File: src/rtl/sp_pkg.sv
// Shared definitions for the comma-aligning serial-to-parallel converter.
package sp_pkg;

  typedef enum logic [1:0] {
    SEARCH = 2'd0,
    ALIGN  = 2'd1,
    LOCKED = 2'd2
  } sp_state_e;

  localparam logic [7:0] SP_COM_K285 = 8'hBC;
  localparam logic [7:0] SP_IDL      = 8'h7C;

  // Counter width for a modulus n, never narrower than one bit.
  function automatic int sp_bit_w(input int n);
    return (n <= 2) ? 1 : $clog2(n);
  endfunction

endpackage

File: src/rtl/sp_align_fsm.sv
// Alignment/lock controller: owns state, com_cnt, bit_cnt and the loss counter.
// Optional loss-of-lock detection is enabled with `define SP_LOSS_DETECT_EN.
module sp_align_fsm
  import sp_pkg::*;
#(
  parameter int WIDTH    = 8,
  parameter int LOCK_CNT = 4,
  parameter int LOSS_WIN = 16
) (
  input  logic clk32f,
  input  logic reset,
  input  logic cand_is_com,
  output logic boundary,
  output logic locked,
  output logic lose
);

  localparam int CNT_W  = sp_bit_w(WIDTH);
  localparam int LOSS_W = sp_bit_w(LOSS_WIN);
`ifdef SP_LOSS_DETECT_EN
  localparam bit LOSS_EN = 1'b1;
`else
  localparam bit LOSS_EN = 1'b0;
`endif

  sp_state_e          state, state_nxt;
  logic [3:0]         com_cnt, com_cnt_nxt;
  logic [CNT_W-1:0]   bit_cnt, bit_cnt_nxt;
  logic [LOSS_W-1:0]  loss_cnt, loss_cnt_nxt;

  assign boundary = (bit_cnt == CNT_W'(WIDTH - 1));
  assign locked   = (state == LOCKED);

  always_ff @(posedge clk32f or negedge reset) begin
    if (!reset) begin
      state    <= SEARCH;
      com_cnt  <= '0;
      bit_cnt  <= '0;
      loss_cnt <= '0;
    end else begin
      state    <= state_nxt;
      com_cnt  <= com_cnt_nxt;
      bit_cnt  <= bit_cnt_nxt;
      loss_cnt <= loss_cnt_nxt;
    end
  end

  always_comb begin
    state_nxt    = state;
    com_cnt_nxt  = com_cnt;
    bit_cnt_nxt  = boundary ? '0 : bit_cnt + CNT_W'(1);
    loss_cnt_nxt = loss_cnt;
    lose         = 1'b0;
    case (state)
      SEARCH: begin
        // Any bit offset may start a word: re-phase the bit counter on the COM.
        if (cand_is_com) begin
          bit_cnt_nxt  = '0;
          com_cnt_nxt  = 4'd1;
          loss_cnt_nxt = '0;
          state_nxt    = (LOCK_CNT == 1) ? LOCKED : ALIGN;
        end
      end
      ALIGN: begin
        if (boundary) begin
          if (cand_is_com) begin
            com_cnt_nxt = com_cnt + 4'd1;
            if (com_cnt + 4'd1 == 4'(LOCK_CNT)) begin
              state_nxt    = LOCKED;
              loss_cnt_nxt = '0;
            end
          end else begin
            state_nxt   = SEARCH;
            com_cnt_nxt = '0;
          end
        end
      end
      LOCKED: begin
        if (LOSS_EN && boundary) begin
          if (cand_is_com) begin
            loss_cnt_nxt = '0;
          end else if (loss_cnt == LOSS_W'(LOSS_WIN - 1)) begin
            lose         = 1'b1;
            state_nxt    = SEARCH;
            com_cnt_nxt  = '0;
            loss_cnt_nxt = '0;
          end else begin
            loss_cnt_nxt = loss_cnt + LOSS_W'(1);
          end
        end
      end
      default: state_nxt = SEARCH;
    endcase
  end

endmodule

File: src/rtl/serieparalelo_align.sv
// Serial-to-parallel converter with comma bit-alignment and lock detection.
// Optional loss-of-lock detection is enabled with `define SP_LOSS_DETECT_EN.
module serieparalelo_align
  import sp_pkg::*;
#(
  parameter int               WIDTH    = 8,
  parameter logic [WIDTH-1:0] COM      = WIDTH'(SP_COM_K285),
  parameter int               LOCK_CNT = 4,
  parameter int               LOSS_WIN = 16
) (
  input  logic             clk32f,
  input  logic             reset,
  input  logic             in,
  output logic [WIDTH-1:0] out,
  output logic             valid,
  output logic             word_stb,
  output logic             active
);

  // Only the newest WIDTH-1 bits are needed; the current bit completes the word.
  logic [WIDTH-2:0] sr;
  logic [WIDTH-1:0] cand;
  logic             cand_is_com;
  logic             boundary;
  logic             locked;
  logic             lose;

  assign cand        = {sr, in};
  assign cand_is_com = (cand == COM);
  assign active      = locked;

  always_ff @(posedge clk32f or negedge reset) begin
    if (!reset) sr <= '0;
    else        sr <= cand[WIDTH-2:0];
  end

  sp_align_fsm #(
    .WIDTH    (WIDTH),
    .LOCK_CNT (LOCK_CNT),
    .LOSS_WIN (LOSS_WIN)
  ) u_fsm (
    .clk32f      (clk32f),
    .reset       (reset),
    .cand_is_com (cand_is_com),
    .boundary    (boundary),
    .locked      (locked),
    .lose        (lose)
  );

  // Word presentation: one strobe per aligned word while locked; out holds between.
  always_ff @(posedge clk32f or negedge reset) begin
    if (!reset) begin
      out      <= '0;
      valid    <= 1'b0;
      word_stb <= 1'b0;
    end else if (locked && boundary && !lose) begin
      out      <= cand;
      valid    <= !cand_is_com;
      word_stb <= 1'b1;
    end else begin
      word_stb <= 1'b0;
      if (!locked || lose) valid <= 1'b0;
    end
  end

endmodule

File: config.mk
export PLATFORM = sky130hd
export DESIGN_NAME = serieparalelo_align
export DESIGN_NICKNAME = d
export VERILOG_FILES = /design/src/rtl/sp_pkg.sv /design/src/rtl/sp_align_fsm.sv /design/src/rtl/serieparalelo_align.sv
export SDC_FILE = /design/constraint.sdc
export NUM_CORES = 1
export LEC_CHECK = 0
export ABC_AREA = 1
export CORE_ASPECT_RATIO = 0.6
export CORE_UTILIZATION = 35
export DETAILED_ROUTE_END_ITERATION = 6
export PLACE_DENSITY_LB_ADDON = 0.1
export SKIP_LAST_GASP = 1
export SYNTH_ARGS = -nofsm -noshare
export SYNTH_HDL_FRONTEND = slang
export SYNTH_HIERARCHICAL = 1
export SYNTH_SLANG_ARGS = --single-unit
File: constraint.sdc
create_clock -name clk32f -period 1.87 [get_ports clk32f]
set_clock_uncertainty 0.15 [all_clocks]
set_input_delay 0.187 -clock clk32f [delete_from_list [all_inputs] [get_ports clk32f]]
set_output_delay 0.187 -clock clk32f [all_outputs]
set_load 0.05 [all_outputs]
==> results.toml <==
[status]
status = "finished clean"

[setup_path]
startpoint_type = "flop"
end_kind = "primary output"
slowest_stage = "clkdlybuf4s50_1"
cp_max_fo = 2
rrSetupSlack_ps = 270
cp_cell_sequence = "clkdlybuf4s50_1"
critPathMaxStageDelay_ps = 820
rr_endpoint = "out[6]"
reg2regPathDepth = 7
worst-path-buf-inv = 1
crit_arrival_ps = 1440
critPathTopFamily = "buffers and inverters"
required_ps = 1530
reg2reg_from = "u_fsm/bit_cnt[0]"
critical_path_class = "reg2out"

[placed_design]
dpl_cell_area_um2 = 1316
place_congestion = 0.7442
port_buffers = 13
dpl.hpwl_um = 1415

[global_routing]
track_usage = 0.1290
grt_max_degree = 27
grt_pass1_wl_um = 3132
grt_pass1_vias = 700
overflow = 0
antenna_found_initial = 0

[clocking]
cts_made_buffers = 3
clock-root-buffer = "clkbuf_8"
cts_sinks = 26
cts_setup_buffers = 0
clockBufferDepth = 2
clk_latency_ps = 260
postCtsHoldBufs = 0
clkTransAtPathRegs_ps = 80
cts_resized = 0
cts_max_level = 1
cts_tree = "built"

[die]
die_area_um2 = 3445
die_y_um = 45.87
die_width_um = 75.11
num_rows = 15
initial_core_util = 0.3785
core-area_um2 = 2965
ios = 14

[synthesis]
syn-cell-area_um2 = 1122
synth_compound_area_frac = 0.05351
yosysMostFrequentCell = "nand2_1"
synth_top_family_by_area = "simple AND/OR/NAND/NOR gates"
synth_mux_area_frac = 0
yosys.area_share.adder = 0.04459
yosysWarnings = 6
synth_common_cells = "nand2_1 (39), dfrtp_1 (26), inv_1 (13), nor2_1 (8), nand2_2 (5)"
synth.distinct_cells = 21
synth_edf_count = 0
synth_top_area_frac = 0.5797
post_synth.cell_area_avg_um2 = 9.431
syn_inst = 119
ys_async_sr_fraction = 1.000
syn_nets = 126
synth_area_leaders = "dfrtp_1 (58%), nand2_1 (13%), ha_1 (4.5%), inv_1 (4.3%), nand2_2 (2.8%)"
synth_top_area_cell = "dfrtp_1"
ys_seq_area_frac = 0.5797
synth_xor_xnor_area_share = 0
synth-simple-area-share = 0.2486
ys.flop_type = "dfrtp_1"
synth_seq_cells = 26

[routing]
antenna_left = 0
routed_via_density = 4.453
firstDrtPassIters = 4
drc_errors = 0
wl_per_cell_um = 10.50
finalWirelength_um = 1880
drtIter0Drc = 43
route.vias.total = 797

[pwr]
powerDensity_nw_per_um2 = 783.4
p_total_mw = 1.074
irDropWorstVdd_uv = 403.4
leakage_nw = 0.6865

[timing]
worst_slew_pin_slew_ps = 508.5
fmax_ghz = 0.5621
fin_crit_sh = 0.9514
hold_slack_ps = 129.7
slew_violations = 0
setup_viol = 0
fin_setup_tns_ps = 0
slew-limit-headroom = 0.6600
min_period_ps = 1779
rsz0062_at_grt = "no"
finalHoldViolCount = 0

[job]
max-cap-violations = 0

[final_layout]
nets = 145
area_delta_synth_final_pct = 22.19
fin_area_um2 = 1371
fill_cells = 305
final_layout_size_suffix_gt1_frac = 0.1898
antennaDiodeCount = 0

[worst_hold_path]
hp-class = "in2async"
## cell usage in the layout (no fill, tap or decap), types with 3 or more instances in the layout
cell type and n:
nand2_1 39, dfrtp_1 26, inv_1 13, clkdlybuf4s50_1 10, nor2_1 7, nand2_2 5
buf_4 5, clkbuf_8 4, nand3_1 4, ha_1 4, inv_2 3, o21ai_2 3
## per-stage QoR
step	cells	utilization	setup WS, ps
after CTS	179	0.4624	78.20
after global placement	175	0.4439	184.0
after global routing	179	0.4624	35.82
after detailed placement	175	0.4439	153.0
after floorplan	119	-	29.11
final	179	0.4624	90.85
## state kept, by name, indices dropped and copies added, names as in the netlist
register / count
out: 8
sr: 7
u_fsm/com_cnt: 4
u_fsm/bit_cnt: 3
u_fsm/state: 2
valid: 1
word_stb: 1
## routing by layer
metal | up-vias | part of all wire | track usage
li1 | 403 | - | -
met1 | 371 | 0.52 | 0.1822
met2 | 21 | 0.42 | 0.1802
met3 | 2 | 0.054 | 0.05310
met4 | 0 | 0.0043 | 0.03774
met5 | - | 0 | 0
## worst register-to-register path, cell delays in order, from the launching register on
cell	delay [ps]
dfrtp_1	400
ha_1	200
ha_1	280
nand2_2	130
nor2_4	40
inv_2	180
nand2_1	100
o21ai_2	60
## power by group
group / leakage (nW) / internal, mW / switching, mW
Sequential: 0.312 / 0.585 / 0.0134
Clock: 0.0288 / 0.188 / 0.163
Combinational: 0.345 / 0.0390 / 0.0860
Total: 0.687 / 0.812 / 0.263
## worst max-delay path by stage
stage                        start          endpoint  slack, ps  cells past startpoint
global route                out[2]            out[2]         40                      1
floorplan           u_fsm/state[1]            out[0]         30                      8
CTS                         out[2]            out[2]         80                      1
detailed placement              in  u_fsm/com_cnt[2]        150                     10
finish                      out[2]            out[2]         90                      1
global placement                in  u_fsm/com_cnt[3]        180                     10
## final cells by class
cell class / count / area, um^2 / area share
Clock buffer: 4 / 55.05 / 0.04015
Inverter: 16 / 60.06 / 0.04380
Sequential cell: 26 / 650.6 / 0.4745
Timing Repair Buffer: 16 / 157.7 / 0.1150
Tap cell: 42 / 52.55 / 0.03832
Multi-Input combinational cell: 75 / 395.4 / 0.2883
## kinds of logic (layout without fill, tap and decap cells)
kind of cell | after synthesis | after routing
adders and majority gates | 4 | 4
buffers and inverters | 18 | 36
DFF | 26 | 26
and+or+nand+nor | 62 | 62
other | 1 | 1
AOI/OAI and AO/OA | 8 | 8
(Power assumes the default switching activity.)
